## src/rtl/conv_pkg.sv

```systemverilog
// Shared types and constants for the 3x3 convolution/maxpool sequencer.
// Frame configuration checks live here so that every user agrees on them.
package conv_pkg;

    localparam int unsigned PIX_W  = 8;
    localparam int unsigned COEF_W = 8;
    localparam int unsigned BIAS_W = 32;
    localparam int unsigned RES_W  = 20;
    localparam int unsigned DIM_W  = 8;
    localparam int unsigned N_TAPS = 9;

    localparam logic [1:0] OP_CONV3X3    = 2'd0;
    localparam logic [1:0] OP_MAXPOOL2X2 = 2'd1;
    localparam logic [1:0] OP_TRANSCONV  = 2'd2;

    localparam logic [3:0] W_ADDR_BIAS = 4'd9;

    typedef enum logic [1:0] {
        ST_IDLE   = 2'd0,
        ST_STREAM = 2'd1,
        ST_DONE   = 2'd2
    } state_t;

    typedef struct packed {
        logic [DIM_W-1:0] width;
        logic [DIM_W-1:0] height;
        logic [1:0]       op;
        logic             relu;
    } frame_cfg_t;

    typedef struct packed {
        logic             valid;
        logic [DIM_W-1:0] row;
        logic [DIM_W-1:0] col;
    } out_tag_t;

    // True when the frame cannot be run by the datapath as configured.
    function automatic logic cfg_invalid(input frame_cfg_t cfg,
                                         input logic [DIM_W-1:0] max_w,
                                         input logic [DIM_W-1:0] max_h);
        logic bad;
        bad = (cfg.width > max_w) || (cfg.height > max_h);
        case (cfg.op)
            OP_CONV3X3:
                bad = bad || (cfg.width < DIM_W'(3)) || (cfg.height < DIM_W'(3));
            OP_MAXPOOL2X2:
                bad = bad || (cfg.width == '0) || (cfg.height == '0)
                          || cfg.width[0] || cfg.height[0];
            default:
                bad = 1'b1;
        endcase
        return bad;
    endfunction

endpackage

```

## src/rtl/conv3x3_weight_bank.sv

```systemverilog
// Nine 8-bit weights plus a 32-bit bias, single write port, parallel read-out.
// Weight w(n+1) sits in bits [8n+7:8n] of the flattened weight bus.
module conv3x3_weight_bank
    import conv_pkg::*;
(
    input  logic                       clk,
    input  logic                       rst,
    input  logic                       we,
    input  logic [3:0]                 addr,
    input  logic [BIAS_W-1:0]          data,
    output logic [N_TAPS*COEF_W-1:0]   weights,
    output logic [BIAS_W-1:0]          bias
);

    logic [N_TAPS-1:0][COEF_W-1:0] w_q;

    always_ff @(posedge clk or posedge rst) begin
        if (rst) begin
            w_q  <= '0;
            bias <= '0;
        end else if (we) begin
            if (addr == W_ADDR_BIAS) begin
                bias <= data;
            end
            for (int i = 0; i < int'(N_TAPS); i++) begin
                if (addr == 4'(i)) begin
                    w_q[i] <= data[COEF_W-1:0];
                end
            end
        end
    end

    assign weights = w_q;

endmodule

```

## src/rtl/conv3x3_sequencer.sv

```systemverilog
// Frame controller for one convolutor3x3: owns the weight bank, streams a frame,
// drives padding/op controls and forwards only geometrically valid results.
module conv3x3_sequencer
    import conv_pkg::*;
#(
    parameter int unsigned MAX_WIDTH  = 128,
    parameter int unsigned MAX_HEIGHT = 128
) (
    input  logic        clk,
    input  logic        rst,
    input  logic        start,
    input  logic [7:0]  cfg_width,
    input  logic [7:0]  cfg_height,
    input  logic [1:0]  cfg_op,
    input  logic        cfg_relu,
    input  logic        w_we,
    input  logic [3:0]  w_addr,
    input  logic [31:0] w_data,
    input  logic        in_valid,
    input  logic [7:0]  in_pixel,
    output logic        busy,
    output logic        done,
    output logic        err,
    output logic [7:0]  conv_pixel_in,
    output logic [7:0]  conv_w1,
    output logic [7:0]  conv_w2,
    output logic [7:0]  conv_w3,
    output logic [7:0]  conv_w4,
    output logic [7:0]  conv_w5,
    output logic [7:0]  conv_w6,
    output logic [7:0]  conv_w7,
    output logic [7:0]  conv_w8,
    output logic [7:0]  conv_w9,
    output logic [31:0] conv_bias,
    output logic [7:0]  conv_width,
    output logic        conv_paddingl,
    output logic        conv_paddingr,
    output logic        conv_relu,
    output logic [1:0]  conv_operation,
    input  logic [19:0] conv_pixel_out,
    output logic        out_valid,
    output logic [19:0] out_data,
    output logic [7:0]  out_row,
    output logic [7:0]  out_col
);

    state_t                      state, state_nx;
    frame_cfg_t                  cfg_in, cfg_q;
    out_tag_t                    s1_q;
    logic [DIM_W-1:0]            row_q, col_q;
    logic [DIM_W-1:0]            tag_row, tag_col;
    logic                        cfg_bad, accept, last_pix, res_valid, pad_l, pad_r;
    logic [N_TAPS*COEF_W-1:0]    bank_w;

    assign cfg_in   = '{width: cfg_width, height: cfg_height, op: cfg_op, relu: cfg_relu};
    assign cfg_bad  = cfg_invalid(cfg_in, DIM_W'(MAX_WIDTH), DIM_W'(MAX_HEIGHT));
    assign accept   = (state == ST_STREAM) && in_valid;
    assign last_pix = (col_q == cfg_q.width - 8'd1) && (row_q == cfg_q.height - 8'd1);

    conv3x3_weight_bank u_bank (
        .clk     (clk),
        .rst     (rst),
        .we      (w_we && (state == ST_IDLE)),
        .addr    (w_addr),
        .data    (w_data),
        .weights (bank_w),
        .bias    (conv_bias)
    );

    assign conv_w1 = bank_w[0*COEF_W +: COEF_W];
    assign conv_w2 = bank_w[1*COEF_W +: COEF_W];
    assign conv_w3 = bank_w[2*COEF_W +: COEF_W];
    assign conv_w4 = bank_w[3*COEF_W +: COEF_W];
    assign conv_w5 = bank_w[4*COEF_W +: COEF_W];
    assign conv_w6 = bank_w[5*COEF_W +: COEF_W];
    assign conv_w7 = bank_w[6*COEF_W +: COEF_W];
    assign conv_w8 = bank_w[7*COEF_W +: COEF_W];
    assign conv_w9 = bank_w[8*COEF_W +: COEF_W];

    assign conv_width     = cfg_q.width;
    assign conv_operation = cfg_q.op;
    assign conv_relu      = cfg_q.relu;

    // The collector shifts every clock, so a missing pixel is fed as zero.
    assign conv_pixel_in = accept ? in_pixel : '0;
    assign conv_paddingl = (state == ST_STREAM) && pad_l;
    assign conv_paddingr = (state == ST_STREAM) && pad_r;

    always_ff @(posedge clk or posedge rst) begin
        if (rst) begin
            state <= ST_IDLE;
        end else begin
            state <= state_nx;
        end
    end

    always_comb begin
        state_nx = state;
        case (state)
            ST_IDLE:   if (start) state_nx = cfg_bad ? ST_DONE : ST_STREAM;
            ST_STREAM: if (!in_valid || last_pix) state_nx = ST_DONE;
            ST_DONE:   state_nx = ST_IDLE;
            default:   state_nx = ST_IDLE;
        endcase
    end

    // Result geometry for the pixel being presented; window centre is one row
    // and one column behind it, wrapping to the previous row's last column.
    always_comb begin
        res_valid = 1'b0;
        tag_row   = '0;
        tag_col   = '0;
        pad_l     = 1'b0;
        pad_r     = 1'b0;
        if (cfg_q.op == OP_MAXPOOL2X2) begin
            res_valid = row_q[0] && col_q[0];
            tag_row   = row_q >> 1;
            tag_col   = col_q >> 1;
        end else begin
            res_valid = (row_q >= 8'd2) && ((col_q != '0) || (row_q >= 8'd3));
            pad_l     = (col_q == 8'd1);
            pad_r     = (col_q == '0);
            if (col_q != '0) begin
                tag_row = row_q - 8'd2;
                tag_col = col_q - 8'd1;
            end else begin
                tag_row = row_q - 8'd3;
                tag_col = cfg_q.width - 8'd1;
            end
        end
    end

    always_ff @(posedge clk or posedge rst) begin
        if (rst) begin
            cfg_q     <= '0;
            row_q     <= '0;
            col_q     <= '0;
            s1_q      <= '0;
            busy      <= 1'b0;
            done      <= 1'b0;
            err       <= 1'b0;
            out_valid <= 1'b0;
            out_data  <= '0;
            out_row   <= '0;
            out_col   <= '0;
        end else begin
            busy      <= (state_nx != ST_IDLE);
            done      <= (state == ST_DONE);
            s1_q      <= '{valid: accept && res_valid, row: tag_row, col: tag_col};
            out_valid <= s1_q.valid;
            if (s1_q.valid) begin
                out_data <= conv_pixel_out;
                out_row  <= s1_q.row;
                out_col  <= s1_q.col;
            end
            if ((state == ST_IDLE) && start) begin
                cfg_q <= cfg_in;
                err   <= cfg_bad;
                row_q <= '0;
                col_q <= '0;
            end
            if (state == ST_STREAM) begin
                if (!in_valid) begin
                    err <= 1'b1;
                end else if (col_q == cfg_q.width - 8'd1) begin
                    col_q <= '0;
                    row_q <= row_q + 8'd1;
                end else begin
                    col_q <= col_q + 8'd1;
                end
            end
        end
    end

endmodule

```

## config.mk

```make
export PLATFORM = sky130hd
export DESIGN_NAME = conv3x3_sequencer
export DESIGN_NICKNAME = d
export VERILOG_FILES = /design/src/rtl/conv_pkg.sv /design/src/rtl/conv3x3_weight_bank.sv /design/src/rtl/conv3x3_sequencer.sv
export SDC_FILE = /design/constraint.sdc
export NUM_CORES = 1
export LEC_CHECK = 0
export CORE_AREA = 2 2 134 136
export CTS_CLUSTER_SIZE = 14
export DETAILED_ROUTE_END_ITERATION = 10
export DIE_AREA = 0 0 136 138
export PLACE_DENSITY = 0.85
export SKIP_LAST_GASP = 1
export SYNTH_ARGS = -nofsm -noshare
export SYNTH_HDL_FRONTEND = slang
export SYNTH_HIERARCHICAL = 1
export SYNTH_SLANG_ARGS = --single-unit
```

## constraint.sdc

```tcl
create_clock -name clk -period 11.2 [get_ports clk]
set_clock_uncertainty 0.1 [all_clocks]
set_input_delay 3.36 -clock clk [delete_from_list [all_inputs] [get_ports clk]]
set_output_delay 3.36 -clock clk [all_outputs]
set_load 0.02 [all_outputs]
```

* After elaboration in Yosys (flattened, before gate mapping)
Index checks and enable logic that the tools add are counted.
** Storage, ports and cells
- Flip-flop bits (word level) :: 198
- Bits of input ports :: 88
- Output and inout bits :: 165
- Logic and storage cells :: 117
** Operators by class
- Add/subtract/negate cells :: 7
- Magnitude comparators :: 6
- Equality and inequality tests :: 16
- Muxes and demuxes :: 24
- Reductions and logical operators :: 37
** Operators with widths (number)
- 2-to-1 mux 8 bit :: 13
- zero test 8 bit :: 3
- subtractor 8 x 1 -> 8 bit (second input constant) :: 3
- AND reduction 2 bit :: 10
- adder 8 x 1 -> 8 bit (second input constant) :: 2
- equality test 4 x 3 -> 1 bit (second input constant) :: 4
- equality test 8 bit :: 2
- >= comparator 8 x 2 -> 1 bit (second input constant) :: 2
- greater-than comparator 8 bit (second input constant) :: 2
- less-than comparator 8 x 2 -> 1 bit (second input constant) :: 2
- subtractor 8 x 2 -> 8 bit (second input constant) :: 2
- logical AND 1 bit :: 9
- logical OR 1 bit :: 9
- equality test 4 x 2 -> 1 bit (second input constant) :: 2
- equality test 4 bit (second input constant) :: 2
- equality test 8 x 1 -> 1 bit (second input constant) :: 1
- nonzero test 8 bit :: 1
- equality test 2 x 1 -> 1 bit (second input constant) :: 3
- 2-to-1 mux 1 bit :: 6
- 2-to-1 mux 2 bit :: 3
- equality test 4 x 1 -> 1 bit (second input constant) :: 1
- zero test 2 bit :: 2
- zero test 4 bit :: 1
- case mux 2 bit (2 select lines) :: 1
- other kinds (4) :: 4

* Longest topological paths before layout
Gate-level depths: netlist of the first run.
- Depth after elaboration :: 11
- Gate-level depth with buffers :: 9
- Depth with buffers taken out :: 8

* Cells and area by module
Netlist of the first run, hierarchy kept.
** Modules (own cells, without submodules)
- conv3x3_sequencer :: instances 1, cells an instance 492, area each 4948.5 um2, seq. area each 2352.3 um2
- conv3x3_weight_bank :: instances 1, cells an instance 240, area each 3968.8 um2, seq. area each 2602.5 um2

* Worst setup path before layout of the first run
Ideal clock, no wire load.
- Kind :: in2out
- From :: in in_valid
- To :: out conv_pixel_in[0]
- Arrival time :: 3.860 ns
- Path slack :: 3.880 ns
- Stages on the path :: 2
- Path buffers :: 1
- Path through :: clkbuf_1 -> and3_1
** On the way
- Word-level cells in the longest chain between the ends :: 2
** RTL lines
- start: declaration :: RTL line conv3x3_sequencer.sv:19 : input logic in_valid,
- logical AND 1 bit :: RTL line conv3x3_sequencer.sv:57 : assign accept = (state == ST_STREAM) && in_valid;
- 2-to-1 mux 8 bit :: RTL line conv3x3_sequencer.sv:85 : assign conv_pixel_in = accept ? in_pixel : '0;
- end: declaration :: RTL line conv3x3_sequencer.sv:24 : output logic [7:0] conv_pixel_in,
Every way passes these cells.

* Worst setup path in the final report of the first run
Ends and elaborated chain as after synthesis.

==> results of run 1 <==
-- layout by cell type (no fill, tap or decap), types with 5 or more instances in the layout --
cell type	n
xnor2_1	21
clkbuf_16	17
clkdlybuf4s50_1	252
nand2b_1	6
and3_1	16
mux2_2	141
a31oi_1	5
mux2i_1	5
nand2_1	80
nand3_1	7
nand4_1	5
nor4_1	6
dfrtp_1	198
o21ai_0	30
inv_1	12
ha_1	10
xor2_1	9
buf_4	6
a21oi_1	17
nor3_1	11
nor2_1	26
-- worst reg2reg max path: stages (launching register included) --
cell      delay [ns]
dfrtp_1         0.42
inv_1           0.17
ha_1            0.23
nor3b_1         0.37
xnor2_1         0.16
and4_1          0.32
nand3_2         0.25
o311ai_1        0.33
o41ai_1         0.12
-- power by group through the flow --
stage / sequential (uW) / combinational [uW] / clock [uW]
5_1_grt: 928 / 664 / 655
3_5_place_dp: 924 / 628 / 0
2_1_floorplan: 1040 / 208 / 0
4_1_cts: 911 / 632 / 625
3_3_place_gp: 916 / 617 / 0
6_report: 912 / 628 / 610
-- final timing paths --
check / start / end
max in group asynchronous: rst / u_bank/weights[61]
worst max register to register: conv_width[0] / row_q[7]
worst min-delay path: s1_q[15] / out_row[7]
worst min register to register: s1_q[15] / out_row[7]
min in group asynchronous: rst / out_data[14]
worst max-delay path: in_valid / conv_pixel_in[0]
-- kinds of logic (layout without fill, tap and decap cells) --
logic type,count (synthesis),count (layout),share of synthesized area (%)
buf+inv,71,304,3.690
fa+ha+maj,10,10,1.403
compound gates,75,75,5.416
flops,198,198,55.56
xor+xnor,32,32,3.494
mux,148,148,18.62
simple gates,198,198,11.81
-- routing by layer --
layer	routed length [um]	vias up	GRT usage [%]
met5	0	-	0
met4	525	0	7.840
met3	1612	28	5.721
met2	11170	259	41.55
met1	8658	3176	29.90
li1	-	2984	-
-- state kept, by name (all words and copies together), names as in the netlist, 2 cells and up --
register        count
out_row             8
cfg_q               8
state               2
u_bank/bias        32
out_data           20
conv_width          8
row_q               8
s1_q               17
conv_operation      2
out_col             8
col_q               8
u_bank/weights     72
-- stage by stage --
| step | hold WS, ns | worst slack, ns | total power [uW] | utilization (%) | instance area, sq um |
|---|---|---|---|---|---|
| after floorplan | 0.2519 | 3.880 | 1244 | - | 8917 |
| after global placement | 0.3563 | 2.893 | 1533 | 65.61 | 11500 |
| after detailed placement | 0.3637 | 2.849 | 1552 | 65.61 | 11500 |
| after CTS | 0.3814 | 2.844 | 2168 | 69.05 | 12110 |
| after global routing | 0.3884 | 2.776 | 2247 | 69.05 | 12110 |
| final | 0.3788 | 2.839 | 2149 | 69.05 | 12110 |
-- layout make-up --
type                       count  area share (%)
multi-input combinational    463           30.05
sequential                   198           40.93
clock inverter                15           1.457
tap                          229           2.367
timing repair buffer         258           21.21
inverter                      14          0.4754
clock buffer                  17           3.514
==> results.md, run 1 <==
- Buffers plus inverters on the worst setup path: 2
- Synth Instances: 732
- Final Hold Viols: 0
- Post-synthesis average cell area: 12.18 sq um
- CTS tree: yes
- # clock sinks: 198
- Layout cells sized above 1: 21.35%
- # DRC: 0
- Vias: 6447
- Post-Syn Area: 8917 sq um
- Leak: 0.005315 uW
- Synth top cells by count: dfrtp_1 (198), mux2_2 (141), nand2_1 (80)
- Setup TNS Final: 0 ns
- Fmax: 119.6 MHz
- Tmin final: 8.361 ns
- Core ar.: 17530 sq um
- DRT iter0 DRCs: 343
- IO Count: 253
- Highest net fanout along the worst path: 13
- Cts bufs inserted: 17
- Sw Ratio: 31.21%
- Most frequent cell after synthesis: dfrtp_1
- Ant. Diodes: 0
- Chip width: 136 um
- Initial core utilization: 50.86%
- Hold buffer count at CTS: 0
- P_int: 1479 uW
- Area of the multi-input gates: 3638 sq um
- Final setup fails: 0
- Max-Cap Viols: 0
- VDD IR-drop max: 0.1048 mV
- Die height: 138 um
- Worst-Margin Slew: 0.8255 ns
- CP Class: input port to output port
- Total power per unit cell area: 177.5 nW/um^2
- Period Utilization, post-route: 74.65%
- Status: finished clean
- Critical-path cell list: clkdlybuf4s50_1 > and3_1 > clkdlybuf4s50_1
- CTS H-Tree Depth: 4
- Clk root buf: clkbuf_16
- Critical Path Stages: 3
- Yosys warns: 6
- DP HPWL: 15870 um
- Hold depth: 1
- Post-Place Cells: 1162
- Async SR Flop Fraction: 100.0%
- Hold crit path type: register to register
- DRT antenna net count: 0
- Critical path's top delay family: buffers and inverters
- Top FF cell, synth: dfrtp_1
- Syn nets: 830
- Clk network pwr share: 28.4%
- Worst-path clk slew: 0.07 ns
- Area delta synth->final: 35.77%
- Fin. max-slew vios: 0
- WP data required: 7.74 ns
- Port Buf Inserts: 252
- Area share of the largest cell type after synthesis: 55.56%
- Initial antenna violation count: 0
- Synth area leader: dfrtp_1
- Crit path DAT: 4.90 ns
- GRT overflow: 0
- Finished Layout Cells: 1194
- Slowest stage delay, CP: 0.70 ns
- Worst R2R Setup Slack: 8.62 ns
- Global-route wire length before repair: 35270 um
- Synth cell types: 64
- First-pass detailed-route iteration total: 5
- Vias in the first global route: 6418
- Sequential-to-total area share from yosys stat: 55.56%
- Post-CTS setup buffers: 0
- Die area: 18770 sq um
- Final Wtd Congestion: 0.8428
- NetSw: 670.9 uW
- Clock Latency Late Sink: 0.43 ns
- Layout Nets: 1050
- EDFF count, synth: 0
- Number of fillers in the final layout: 1268
- Via density: 5.399
- Rel. slew slack: 44.97%
- Total track usage: 24.16%
- Final WL: 21970 um
- FF/Latch Area: 4955 sq um
- Slowest-stage cell, CP: clkdlybuf4s50_1
- Synth top area cells: dfrtp_1 (56%), mux2_2 (18%), nand2_1 (3.4%), xnor2_1 (2.1%), o21ai_0 (1.7%)
- RSZ-0062 raised after global routing: false
- CP endpoint kind: output port
- Row count: 49
- Type of origin of the critical path: input port
- Seq pwr share: 42.4%
- R2R depth: 8
- CTS max path bufs: 2
- Largest net degree at the start of global routing: 67
- Combinational power share: 29.2%
- Most common cell on crit path: clkdlybuf4s50_1
- DR WL/cell: 18.40 um
- Resized Gates After CTS: 0
- FF+latch count, synth: 198
No activity file was read; power rests on OpenSTA's default activity.
==> run 2, diff against run 1 <==
--- a/config.mk
+++ b/config.mk
@@ -5,11 +5,11 @@
 export SDC_FILE = /design/constraint.sdc
 export NUM_CORES = 1
 export LEC_CHECK = 0
-export CORE_AREA = 2 2 134 136
+export CORE_AREA = 2 2 140 142
 export CTS_CLUSTER_SIZE = 14
 export DETAILED_ROUTE_END_ITERATION = 10
-export DIE_AREA = 0 0 136 138
-export PLACE_DENSITY = 0.85
+export DIE_AREA = 0 0 142 144
+export PLACE_DENSITY = 0.79
 export SKIP_LAST_GASP = 1
 export SYNTH_ARGS = -nofsm -noshare
 export SYNTH_HDL_FRONTEND = slang
==> constraint.sdc (replaced) <==
create_clock -name clk -period 8.7 [get_ports clk]
set_clock_uncertainty 0.1 [all_clocks]
set_input_delay 2.61 -clock clk [delete_from_list [all_inputs] [get_ports clk]]
set_output_delay 2.61 -clock clk [all_outputs]
set_load 0.02 [all_outputs]
==> run 2 against run 1 <==
  * First-iteration DRC count grew 18%
  * Die area grew 9.0%
  * Largest cell class unchanged
  * Global-route usage shrank 2.6 points
  * Final cell count grew 0.67%
  * Register-to-register slack lost 2.6 ns
  * Highest routed layer unchanged
  * Sequential power grew 28%
  * Via count shrank 0.51%
  * Non-clock buffer count shrank 1
  * Critical path type unchanged
==> results.md, run 2 (same netlist as run 1, synthesis figures left out) <==
- Status: finished clean (unchanged)
- Tmin final: 6.845 ns
- Vias: 6414 (was 6447)
- Worst-Margin Slew: 1.230 ns (was 0.8255 ns)
- Layout Nets: 1049 (was 1050)
- # DRC: 0 (unchanged)
- WP data required: 5.99 ns (was 7.74 ns)
- Clk root buf: clkbuf_16 (unchanged)
- Type of origin of the critical path: input port (unchanged)
- IO Count: 253 (unchanged)
- Worst R2R Setup Slack: 6.05 ns (was 8.62 ns)
- DRT iter0 DRCs: 406 (was 343)
- Slowest-stage cell, CP: clkdlybuf4s50_1 (unchanged)
- # clock sinks: 198 (unchanged)
- Row count: 51 (was 49)
- Via density: 5.336 (was 5.399)
- Final setup fails: 0 (unchanged)
- Final Hold Viols: 0 (unchanged)
- Number of fillers in the final layout: 1513 (was 1268)
- Core ar.: 19080 sq um (was 17530 sq um)
- Total power per unit cell area: 227.4 nW/um^2 (was 177.5 nW/um^2)
- Max-Cap Viols: 0 (unchanged)
- DP HPWL: 16000 um (was 15870 um)
- Hold slack: 0.3703 ns (was 0.3788 ns)
- Vias in the first global route: 6322 (was 6418)
- Hold buffer count at CTS: 0 (unchanged)
- P_int: 1898 uW (was 1479 uW)
- Worst r2r src: conv_width[0] (unchanged)
- Critical Path Sink: conv_pixel_in[2] (was conv_pixel_in[0])
- CP endpoint kind: output port (unchanged)
- DRT antenna net count: 0 (unchanged)
- Initial antenna violation count: 0 (unchanged)
- First-pass detailed-route iteration total: 5 (unchanged)
- Global-route wire length before repair: 34280 um (was 35270 um)
- Largest net degree at the start of global routing: 66 (was 67)
- Fin. max-slew vios: 0 (unchanged)
- GRT overflow: 0 (unchanged)
- Slowest stage delay, CP: 0.70 ns (about the same)
- Ant. Diodes: 0 (unchanged)
- Clk network pwr share: 28.2% (was 28.4%)
- Port Buf Inserts: 252 (unchanged)
- Final Wtd Congestion: 0.8811 (was 0.8428)
- Post-CTS setup buffers: 0 (unchanged)
- Number of flip-flops in the largest register: 72 (unchanged)
- Die height: 144 um (was 138 um)
- Chip width: 142 um (was 136 um)
- RSZ-0062 raised after global routing: false (unchanged)
- Seq pwr share: 42.5% (was 42.4%)
- Hold crit path type: register to register (unchanged)
- R2R depth: 8 (unchanged)
- CTS H-Tree Depth: 4 (unchanged)
- Resized Gates After CTS: 0 (unchanged)
- CTS tree: yes (unchanged)
- Hold depth: 1 (unchanged)
- Critical-path cell list: clkdlybuf4s50_1 > and3_1 > clkdlybuf4s50_1 (unchanged)
- CTS max path bufs: 2 (unchanged)
- Fmax: 146.1 MHz
- Highest net fanout along the worst path: 13 (unchanged)
- Period Utilization, post-route: 78.68%
- Rel. slew slack: 17.83% (was 44.97%)
- Cts bufs inserted: 17 (unchanged)
- Total track usage: 21.58% (was 24.16%)
- Area delta synth->final: 35.64% (was 35.77%)
- CP startpoint: in_valid (unchanged)
- Combinational power share: 29.2% (about the same)
- Die area: 20450 sq um (was 18770 sq um)
- Leading cell type in the layout, fill and taps excluded: clkdlybuf4s50_1 (unchanged)
- Clock Latency Late Sink: 0.43 ns (about the same)
- CP Class: input port to output port (unchanged)
- VDD IR-drop max: 0.1487 mV (was 0.1048 mV)
- Initial core utilization: 46.74% (was 50.86%)
- Layout cells sized above 1: 21.27% (was 21.35%)
- Worst-path clk slew: 0.07 ns (about the same)
- Sw Ratio: 30.98% (was 31.21%)
- Most frequent cells in the layout: clkdlybuf4s50_1 (252), dfrtp_1 (198), mux2_2 (141) (unchanged)
- DR WL/cell: 18.18 um (was 18.40 um)
- Leak: 0.005300 uW (was 0.005315 uW)
- Setup TNS Final: 0 ns (unchanged)
- Most common cell on crit path: clkdlybuf4s50_1 (unchanged)
- Final WL: 21860 um (was 21970 um)
- R2R Path End: row_q[7] (unchanged)
- NetSw: 851.9 uW (was 670.9 uW)
- Crit path DAT: 4.14 ns (was 4.90 ns)
-- run 2: cell count changes in the layout (fill, tap and decap cells not counted) --
cell and change:
clkinv_2 +2, clkinv_4 -2, clkinvlp_4 +2, inv_6 -2
buf_4 -1, clkinv_8 -1, inv_8 +1
-- run 2: worst max-delay path, delay by kind of cell --
family	cells	cell delay, ns
simple gates	1	0.22
buf+inv	2	1.30
-- run 2: power by group through the flow --
stage / clock network [uW] / registers (uW) / logic, uW
2_1_floorplan: 0 / 1330 / 267
3_3_place_gp: 0 / 1180 / 794
3_5_place_dp: 0 / 1190 / 808
4_1_cts: 797 / 1170 / 811
5_1_grt: 832 / 1190 / 855
6_report: 776 / 1170 / 804
-- run 2: per-layer routing --
metal | GRT usage, % | wire length [um] | up-vias
li1 | - | - | 2982
met1 | 27.44 | 9041 | 3167
met2 | 36.82 | 11120 | 236
met3 | 4.735 | 1179 | 29
met4 | 7.211 | 513 | 0
met5 | 0 | 0 | -
-- run 2: worst min path at each step --
stage	startpoint	endpoint	slack, ns
CTS	s1_q[0]	out_col[0]	0.37
global placement	s1_q[10]	out_row[2]	0.36
finish	s1_q[0]	out_col[0]	0.37
floorplan	s1_q[16]	out_valid	0.25
global route	s1_q[8]	out_row[0]	0.39
detailed placement	s1_q[0]	out_col[0]	0.36
-- run 2: per-stage QoR --
step | setup WS (ns) | power, uW | area (sq um) | instances | utilization (%)
3_3_place_gp | 1.890 | 1971 | 11510 | 1170 | 60.32
2_1_floorplan | 2.880 | 1602 | 8917 | 732 | -
4_1_cts | 1.830 | 2779 | 12100 | 1202 | 63.39
5_1_grt | 1.735 | 2877 | 12100 | 1202 | 63.39
6_report | 1.855 | 2750 | 12100 | 1202 | 63.39
3_5_place_dp | 1.834 | 1996 | 11510 | 1170 | 60.32
-- run 2: final cells by class --
class / instances / area [sq um] / area share (%)
Sequential cell: 198 / 4955 / 40.96
Inverter: 14 / 57.56 / 0.4758
Clock inverter: 15 / 161.4 / 1.334
Timing Repair Buffer: 257 / 2560 / 21.16
Clock buffer: 17 / 425.4 / 3.517
Tap cell: 238 / 297.8 / 2.462
Multi-Input combinational cell: 463 / 3638 / 30.08
==> run 3, diff against run 2 <==
==> constraint.sdc (replaced) <==
create_clock -name clk -period 6.7 [get_ports clk]
set_clock_uncertainty 0.1 [all_clocks]
set_input_delay 2.01 -clock clk [delete_from_list [all_inputs] [get_ports clk]]
set_output_delay 2.01 -clock clk [all_outputs]
set_load 0.02 [all_outputs]
==> run 3 against run 2 <==
  * Register-to-register slack worse by 2.0 ns
  * Clock power is 30% higher
  * Non-clock buffer count grew 1
  * Global-route usage is 0.47 points lower
  * Worst hold slack improved by 0.0040 ns
  * First-iteration DRC count down 2.7%
  * Worst setup slack lost 0.83 ns
  * Critical path type unchanged
  * Sequential power increased by 30%
==> results.md, run 3 (same netlist as run 1, synthesis figures left out) <==
- Status: finished clean (unchanged)
- Final setup fails: 0 (unchanged)
- DRT iter0 DRCs: 395 (was 406)
- Clock Latency Late Sink: 0.43 ns (about the same)
- Initial antenna violation count: 0 (unchanged)
- Critical path's top delay family: buffers and inverters (unchanged)
- Via density: 5.326 (was 5.336)
- Worst-path clk slew: 0.07 ns (about the same)
- Buffers plus inverters on the worst setup path: 2 (unchanged)
- WP data required: 4.59 ns (was 5.99 ns)
- Tmin final: 5.673 ns
- CP endpoint kind: output port (unchanged)
- Layout cells sized above 1: 21.35% (was 21.27%)
- IO Count: 253 (unchanged)
- FF/Latch Area: 4955 sq um (unchanged)
- Setup TNS Final: 0 ns (unchanged)
- GRT met2 Usage: 36.10% (was 36.82%)
- Finished Layout Cells: 1205 (was 1202)
- # clock sinks: 198 (unchanged)
- First-pass detailed-route iteration total: 5 (unchanged)
- Most frequent cells in the layout: clkdlybuf4s50_1 (252), dfrtp_1 (198), mux2_2 (141) (unchanged)
- Critical Path Stages: 3 (unchanged)
- Global-route wire length before repair: 33580 um (was 34280 um)
- CP startpoint: in_valid (unchanged)
- Core ar.: 19080 sq um (unchanged)
- Slowest-stage cell, CP: clkdlybuf4s50_1 (unchanged)
- Die area: 20450 sq um (unchanged)
- Vias in the first global route: 6272 (was 6322)
- VDD IR-drop max: 0.1715 mV (was 0.1487 mV)
- Total power per unit cell area: 295.1 nW/um^2 (was 227.4 nW/um^2)
- Worst-Margin Slew: 0.9603 ns (was 1.230 ns)
- Most used routing layer: met2 (unchanged)
- Worst r2r src: conv_width[0] (unchanged)
- R2R Path End: row_q[7] (unchanged)
- Most common cell on crit path: clkdlybuf4s50_1 (unchanged)
- Initial core utilization: 46.74% (unchanged)
- Number of flip-flops in the largest register: 72 (unchanged)
- DP HPWL: 15800 um (was 16000 um)
- Row count: 51 (unchanged)
- Resized Gates After CTS: 0 (unchanged)
- Final WL: 21600 um (was 21860 um)
- Slowest stage delay, CP: 0.72 ns (was 0.70 ns)
- Final Hold Viols: 0 (unchanged)
- Leak: 0.005303 uW (was 0.005300 uW)
- Chip width: 142 um (unchanged)
- # DRC: 0 (unchanged)
- Leading cell type in the layout, fill and taps excluded: clkdlybuf4s50_1 (unchanged)
- GRT overflow: 0 (unchanged)
- Fmax: 176.3 MHz
- Total track usage: 21.11% (was 21.58%)
- Number of fillers in the final layout: 1503 (was 1513)
- Final Wtd Congestion: 0.8749 (was 0.8811)
- Met1 GRT Util: 26.22% (was 27.44%)
- Clk root buf: clkbuf_16 (unchanged)
- CP Class: input port to output port (unchanged)
- Fin. max-slew vios: 0 (unchanged)
- Rel. slew slack: 35.98% (was 17.83%)
- Max-Cap Viols: 0 (unchanged)
- CTS H-Tree Depth: 4 (unchanged)
- Layout Nets: 1050 (was 1049)
- Port Buf Inserts: 252 (unchanged)
- Post-Place Cells: 1171 (was 1170)
- Critical-path cell list: clkdlybuf4s50_1 > and3_1 > clkdlybuf4s50_1 (unchanged)
- Area of the multi-input gates: 3638 sq um (unchanged)
- GRT met3 Usage: 5.166% (was 4.735%)
- Hold buffer count at CTS: 0 (unchanged)
- Largest net degree at the start of global routing: 77 (was 66)
- Hold crit path type: register to register (unchanged)
- Cts bufs inserted: 17 (unchanged)
- R2R depth: 8 (unchanged)
- Highest net fanout along the worst path: 13 (unchanged)
- Critical Path Sink: conv_pixel_in[5] (was conv_pixel_in[2])
- Design Power: 3573 uW (was 2750 uW)
- DRT antenna net count: 0 (unchanged)
- Area delta synth->final: 35.77% (was 35.64%)
- Vias: 6418 (was 6414)
- Worst R2R Setup Slack: 4.07 ns (was 6.05 ns)
- DR WL/cell: 17.93 um (was 18.18 um)
- Crit path DAT: 3.56 ns (was 4.14 ns)
- Post-CTS setup buffers: 0 (unchanged)
- Period Utilization, post-route: 84.68%
- RSZ-0062 raised after global routing: false (unchanged)
- CTS tree: yes (unchanged)
- Die height: 144 um (unchanged)
- Type of origin of the critical path: input port (unchanged)
- CTS max path bufs: 2 (unchanged)
run 3: cell type report:
cell class / instances / area share (%)
clock inverter: 15 / 1.323
multi-input combinational: 463 / 30.05
inverter: 14 / 0.4754
tap: 238 / 2.460
clock buffer: 17 / 3.514
sequential: 198 / 40.93
timing repair buffer: 258 / 21.21
antenna: 2 / 0.04134
run 3: per-layer routing:
layer / wire (um) / part of all wire [%]
met1: 9116 / 42
met2: 10830 / 50
met3: 1227 / 5.7
met4: 427 / 2.0
met5: 0 / 0
run 3: worst min-delay path by stage:
stage	from	endpoint	cells after the start	slack, ns
2_1_floorplan	s1_q[16]	out_valid	0	0.25
3_3_place_gp	s1_q[10]	out_row[2]	1	0.36
3_5_place_dp	s1_q[0]	out_col[0]	1	0.36
4_1_cts	s1_q[0]	out_col[0]	1	0.37
5_1_grt	s1_q[13]	out_row[5]	1	0.39
6_report	s1_q[0]	out_col[0]	1	0.37
run 3: report_power, final:
| group | switching (uW) | internal (uW) | total, uW |
|---|---|---|---|
| Sequential | 117 | 1400 | 1520 |
| Combinational | 507 | 534 | 1040 |
| Clock | 484 | 530 | 1010 |
| Total | 1110 | 2470 | 3570 |
run 3: stage by stage:
stage / util [%] / area, sq um / hold slack (ns) / worst slack (ns)
3_5_place_dp: 60.36 / 11520 / 0.3622 / 1.038
6_report: 63.45 / 12110 / 0.3742 / 1.027
4_1_cts: 63.43 / 12100 / 0.3736 / 1.034
5_1_grt: 63.43 / 12100 / 0.3885 / 0.9596
3_3_place_gp: 60.36 / 11520 / 0.3562 / 1.080
2_1_floorplan: - / 8917 / 0.2519 / 1.858
